===== src/rtl/edge_detect_multi.sv =====
// Multi-channel edge detector: per-channel synchroniser, one-cycle edge pulse,
// sticky flag and saturating edge counter, with a common edge-select mode.
module edge_detect_multi #(
  parameter int unsigned CH          = 4,
  parameter int unsigned SYNC_STAGES = 2,
  parameter int unsigned CNT_W       = 8
) (
  input  logic                clk,
  input  logic                rst,
  input  logic [CH-1:0]       sig,
  input  logic [1:0]          mode,
  input  logic                clr,
  output logic [CH-1:0]       pulse,
  output logic [CH-1:0]       sticky,
  output logic [CH*CNT_W-1:0] count,
  output logic                any
);

  localparam int unsigned WARM_LOAD = SYNC_STAGES + 1;
  localparam int unsigned WARM_W    = $clog2(WARM_LOAD + 1);
  localparam logic [CNT_W-1:0] CNT_MAX = '1;

  logic [CH-1:0]     sync_q [SYNC_STAGES];
  logic [CH-1:0]     hist;
  logic [WARM_W-1:0] warm;
  logic [CNT_W-1:0]  cnt_q [CH];
  logic [CH-1:0]     rise_c;
  logic [CH-1:0]     fall_c;
  logic [CH-1:0]     edge_c;

  // Synchroniser chain plus one history stage behind its last flop
  always_ff @(posedge clk) begin
    if (rst) begin
      for (int k = 0; k < SYNC_STAGES; k++) sync_q[k] <= '0;
      hist <= '0;
    end else begin
      sync_q[0] <= sig;
      for (int k = 1; k < SYNC_STAGES; k++) sync_q[k] <= sync_q[k-1];
      hist <= sync_q[SYNC_STAGES-1];
    end
  end

  // Warm-up countdown: blocks detection until the chain holds post-reset samples
  always_ff @(posedge clk) begin
    if (rst) begin
      warm <= WARM_W'(WARM_LOAD);
    end else if (warm != '0) begin
      warm <= warm - WARM_W'(1);
    end
  end

  // Edge decision from the synchronised level and its history, gated by mode
  always_comb begin
    rise_c = sync_q[SYNC_STAGES-1] & ~hist;
    fall_c = ~sync_q[SYNC_STAGES-1] & hist;
    edge_c = '0;
    if (warm == '0) begin
      edge_c = ({CH{mode[0]}} & rise_c) | ({CH{mode[1]}} & fall_c);
    end
  end

  // Registered pulse and its OR, aligned in the same cycle
  always_ff @(posedge clk) begin
    if (rst) begin
      pulse <= '0;
      any   <= 1'b0;
    end else begin
      pulse <= edge_c;
      any   <= |edge_c;
    end
  end

  // Sticky flags: a coincident edge beats clr
  always_ff @(posedge clk) begin
    if (rst) begin
      sticky <= '0;
    end else if (clr) begin
      sticky <= edge_c;
    end else begin
      sticky <= sticky | edge_c;
    end
  end

  // Saturating counters: edge with clr restarts at one, clr alone zeroes
  always_ff @(posedge clk) begin
    if (rst) begin
      for (int i = 0; i < CH; i++) cnt_q[i] <= '0;
    end else begin
      for (int i = 0; i < CH; i++) begin
        if (edge_c[i]) begin
          if (clr) begin
            cnt_q[i] <= CNT_W'(1);
          end else if (cnt_q[i] != CNT_MAX) begin
            cnt_q[i] <= cnt_q[i] + CNT_W'(1);
          end
        end else if (clr) begin
          cnt_q[i] <= '0;
        end
      end
    end
  end

  for (genvar g = 0; g < CH; g++) begin : g_count
    assign count[g*CNT_W +: CNT_W] = cnt_q[g];
  end

endmodule


===== config.mk =====
export PLATFORM = sky130hd
export DESIGN_NAME = edge_detect_multi
export DESIGN_NICKNAME = d
export VERILOG_FILES = /design/src/rtl/edge_detect_multi.sv
export SDC_FILE = /design/constraint.sdc
export NUM_CORES = 1
export LEC_CHECK = 0
export ABC_AREA = 1
export CAP_MARGIN = 20
export CELL_PAD_IN_SITES_DETAIL_PLACEMENT = 1
export CELL_PAD_IN_SITES_GLOBAL_PLACEMENT = 1
export CORE_ASPECT_RATIO = 1.2
export CORE_MARGIN = 5
export CORE_UTILIZATION = 36
export CTS_BUF_LIST = sky130_fd_sc_hd__clkbuf_8
export DETAILED_ROUTE_END_ITERATION = 10
export PLACE_DENSITY_LB_ADDON = 0.12
export SYNTH_ARGS = -nofsm -noshare
export SYNTH_HDL_FRONTEND = slang
export SYNTH_SLANG_ARGS = --single-unit

===== constraint.sdc =====
create_clock -name clk -period 1.6 [get_ports clk]
set_clock_uncertainty 0.2 [all_clocks]
set_input_delay 0.32 -clock clk [delete_from_list [all_inputs] [get_ports clk]]
set_output_delay 0.32 -clock clk [all_outputs]
set_load 0.05 [all_outputs]

# After elaboration in Yosys (flattened, before gate mapping)
# Memory sizes are Yosys's and may differ from the RTL's.
# Index checks and enable logic that the tools add are counted.
# totals
ff_bits	15
ramBits	40
out_inout_bits	41
wordCells	105
memories	2
# memory_table
memory	depth	width	read_ports	rd_clocked_by_memory_dff	wr	line	source
cnt_q	4	8	4	0	4	26	logic [CNT_W-1:0] cnt_q [CH];
sync_q	2	4	2	0	2	23	logic [CH-1:0] sync_q [SYNC_STAGES];
# op_classes
add_sub_neg	5
n_eq_ne	4
mux	64
bitwise_logic	22
reduce_logical	3
# ops
operator	count
2-to-1 mux 8 bit	12
2-to-1 mux 1 bit	48
adder 8 x 1 -> 8 bit, second input constant	4
inequality test 8 bit, second input constant	4
AND 4 bit	4
2-to-1 mux 4 bit	4
bitwise OR 1 bit	14
NOT 4 bit	2
bitwise OR 4 bit	2
OR reduction 4 bit	1
zero test 2 bit	1
nonzero test 2 bit	1
subtractor 2 x 1 -> 2 bit, second input constant	1

# Depth between registers and ports, before layout
# depth
ltp_word	11
ltp_mapped	8
depth_no_buf	8

# Worst setup path after synthesis
# OpenSTA, ideal clock, no wires.
# synth_path
kind	flip-flop to flip-flop
startpoint	memory cnt_q[1][0]
endpoint	memory cnt_q[1][0] (enable)
arrival_ns	1.614
required_time_ns	1.071
setup_slack_ns	-0.543
stages_incl_launch_ff	9
period_less_slack_ns	2.143
path_cell_list	edfxtp_1 -> ha_1 -> nand2_1 -> nor2_1 -> nand2_1 -> nand2_1 -> nor2_2 -> inv_2 -> nand2_1
# synth_lines
element	line
from (decl)	26

==> summary.txt <==
Yosys
  – Synth warnings: 0
  – Post-synthesis sequential area ratio: between 50% and 60%
  – Synth Area per Inst: around 8.5 sq um
  – Post-Syn Area: 2640 sq um
  – Gate Count Post-Synth: between 300 and 400
  – #FFs+latches synth: 55
  – Netlist cell types: 27
  – Mapped Nets: 324

Drt
  – Routed Antenna Nets: 0
  – Initial drt markers: 65
  – Via count: 2498
  – Routed len/inst: about 16 um
  – Drt drc: 0
  – Drt pass-1 iters: 4
  – Vias per cell: about 4.7
  – Total wire length: about 8200 um

Critical path
  – Worst Setup EP: cnt_q[2][4]
  – CP startpoint: cnt_q[2][1]
  – Worst R2R Start: cnt_q[2][1]
  – Crit. End Element: register
  – Most Frequent Cell on Critical Path: nor2_4
  – FF-to-FF setup slack: -0.16 ns
  – Critical-path top delay cell: edfxtp_1
  – Reg2reg end: cnt_q[2][4]
  – Crit path max fanout: 6
  – Setup crit start kind: register
  – Critical Path Max Stage Delay: about 0.40 ns
  – Worst path cell trace: ha_2 > nand3_4 > nor2_4 > nand2_2 > nand2_2 > nor2_4 > inv_2 > buf_8 > nor2_4
  – Critical Path RT: approximately 1.5 ns
  – CP arrival: about 1.6 ns
  – R2R cell count: 9
  – Category of the most critical setup path: reg2reg

Die
  – Die Span Y: 104 um
  – FP Rows: 34
  – Core ar.: between 7000 and 8000 sq um
  – Starting Density: a little under two fifths
  – Width of the die: a little under 90 um
  – I/O pin count: 50
  – Die area: around 9200 sq um

Placement
  – GPL Wtd Cong: between 0.7 and 0.8
  – Placed Cells: about 500
  – Port Buffer Count: between 40 and 50
  – Area post-placement: between 4000 and 5000 sq um
  – Dpl ws: -0.468 ns
  – HPWL after DPL: around 5600 um

Global route
  – Vias in the first global route: approximately 2600
  – First-pass GRT wire length: 12400 um
  – Largest net degree at the start of global routing: 21
  – Initial antenna violation count: 0
  – Total GRT Usage: about 17%
  – Total gr overflow: 0

Clocking
  – CTS Root Cell: clkbuf_8
  – Clock Path Buffers: 2
  – TritonCTS clock tree: done
  – Clock transition at path regs: 0.10 ns
  – H-Tree Depth: 2
  – Clk_lat worst skew: 0.31 ns
  – Sink Count: 55
  – Cts hold-fix bufs: 0
  – CTS buffer count: 5

Timing
  – Peak Freq: 567 MHz
  – Slew Viols, Final: 0
  – Period minus WS final: 1.76 ns
  – Setup ws final: -0.164 ns
  – Final period util: 110%
  – Fin. Hold Viols: 0
  – Unrepaired setup endpoints after global routing: yes
  – Slew @ Worst Pin: roughly 0.34 ns
  – Setup TNS: -5.54 ns
  – # setup viols final: 69
  – Rel. slew slack: 77.5%

Power
  – Internal: around 2.4 mW
  – Switching power: about 0.86 mW
  – Comb power frac: approximately a fifth
  – Pleak: 2.03 nW
  – Sequential share of power: between 40% and 50%
  – Pwr dens: between 600 and 700 nW/um^2
  – Peak supply drop: 0.000436 V
  – Sw frac: 26.6%
  – Pwr Total: approximately 3.2 mW
  – Clock power frac: ~30%

Cells and area
  – Area grow syn2layout: 78.3%
  – Most common cell after layout, fill and taps aside: buf_4
  – Non-filler cells, final: 529
  – FILL cells: between 700 and 800
  – NumNets Final: ~450
  – Most frequent cells in the layout: buf_4 (56), nand2_1 (48), inv_1 (47), buf_12 (41), edfxtp_1 (32)
  – Finished Cell Area: around 4700 sq um
  – Antenna Cells: 0
  – Layout cell share with drive strength beyond 1: about 47%

Flow run
  – Count of max-cap constraint violations: 0

Status
  – Outcome: finished, violations left
  – Violated checks: setup timing

Min path
  – Min-delay src: sync_q[0][0]
  – Min-Delay Path Class: reg2reg
worst max-delay path: cells and delay by family, from the launching register on:
| family | cells | cell delay, ns |
|---|---|---|
| buffers and inverters | 2 | 0.25 |
| flip-flops | 1 | 0.40 |
| AND/OR/NAND/NOR | 6 | 0.43 |
| adder cells (fa/ha/maj) | 1 | 0.23 |
power by group through the flow:
stage	combinational, mW	sequential [mW]	clock (mW)
after floorplan	0.135	1.77	0
after global placement	0.589	1.62	0
after detailed placement	0.604	1.63	0
after CTS	0.626	1.59	0.978
after global routing	0.722	1.60	1.04
final	0.676	1.60	0.965
cells by family (layout without fill, tap and decap cells):
family | count (synthesis) | in the layout | share of synthesized area, %
XOR/XNOR | 16 | 16 | 5.30
AND/OR/NAND/NOR | 162 | 162 | 26.8
adder cells (fa/ha/maj) | 5 | 5 | 2.37
AO/OA/AOI/OAI | 11 | 11 | 2.27
buffers and inverters | 61 | 190 | 9.42
flip-flops | 55 | 55 | 53.8
metrics by stage:
stage	utilization (%)	hold WS (ns)
detailed placement	57.9	0.199
floorplan	-	0.188
global route	65.5	0.229
finish	65.5	0.211
global placement	57.9	0.191
CTS	61.5	0.215
layout make-up:
cell class,count,area (sq um),share of cell area (%)
timing repair buffer,127,1580,33.5
inverter,55,211,4.49
multi-input combinational,194,1270,26.9
sequential,55,1420,30.2
tap,90,113,2.39
clock buffer,6,82.6,1.75
clock inverter,2,35.0,0.744
cell usage after synthesis, drive strengths merged:
library cell / number / share of area, %
edfxtp: 32 / 36
o21ai: 8 / 1.7
nand3: 20 / 4.2
inv: 55 / 7.9
ha: 5 / 2.4
clkbuf: 3 / 0.47
nand2: 71 / 10
nand4: 8 / 1.9
xor2: 5 / 1.7
nor2: 60 / 9.8
a31oi: 1 / 0.24
nor3: 3 / 0.76
a21oi: 2 / 0.38
xnor2: 11 / 3.6
dfxtp: 23 / 17
buf: 3 / 1.0
flip-flops by register name, summed over array words and instances, names as in the netlist:
| register | cells |
|---|---|
| cnt_q | 32 |
| any | 1 |
| warm | 2 |
| sticky | 4 |
| hist | 4 |
| sync_q | 8 |
| pulse | 4 |
worst min path at each step:
stage                        end  slack (ns)  cells after the start
detailed placement  sync_q[0][4]        0.20                      2
global route        sync_q[0][6]        0.23                      2
finish              sync_q[0][4]        0.21                      2
floorplan           sync_q[0][4]        0.19                      2
global placement    sync_q[0][5]        0.19                      2
CTS                 sync_q[0][4]        0.22                      2
repair_timing:
item / 4_1_cts / 5_1_grt
gates resized for setup: 26 / 66
endpoints found under the setup margin: 68 / 84
setup buffers: 7 / 12
pin swaps: 12 / 20
routing by layer:
| layer | track usage, % | vias up | share of wire [%] |
|---|---|---|---|
| met3 | 2.54 | 13 | 2.7 |
| met2 | 31.9 | 45 | 57 |
| met1 | 19.6 | 1215 | 39 |
| met5 | 0 | - | 0 |
| li1 | - | 1225 | - |
| met4 | 4.75 | 0 | 1.8 |
Note: power is estimated with default switching activity, not from simulation.
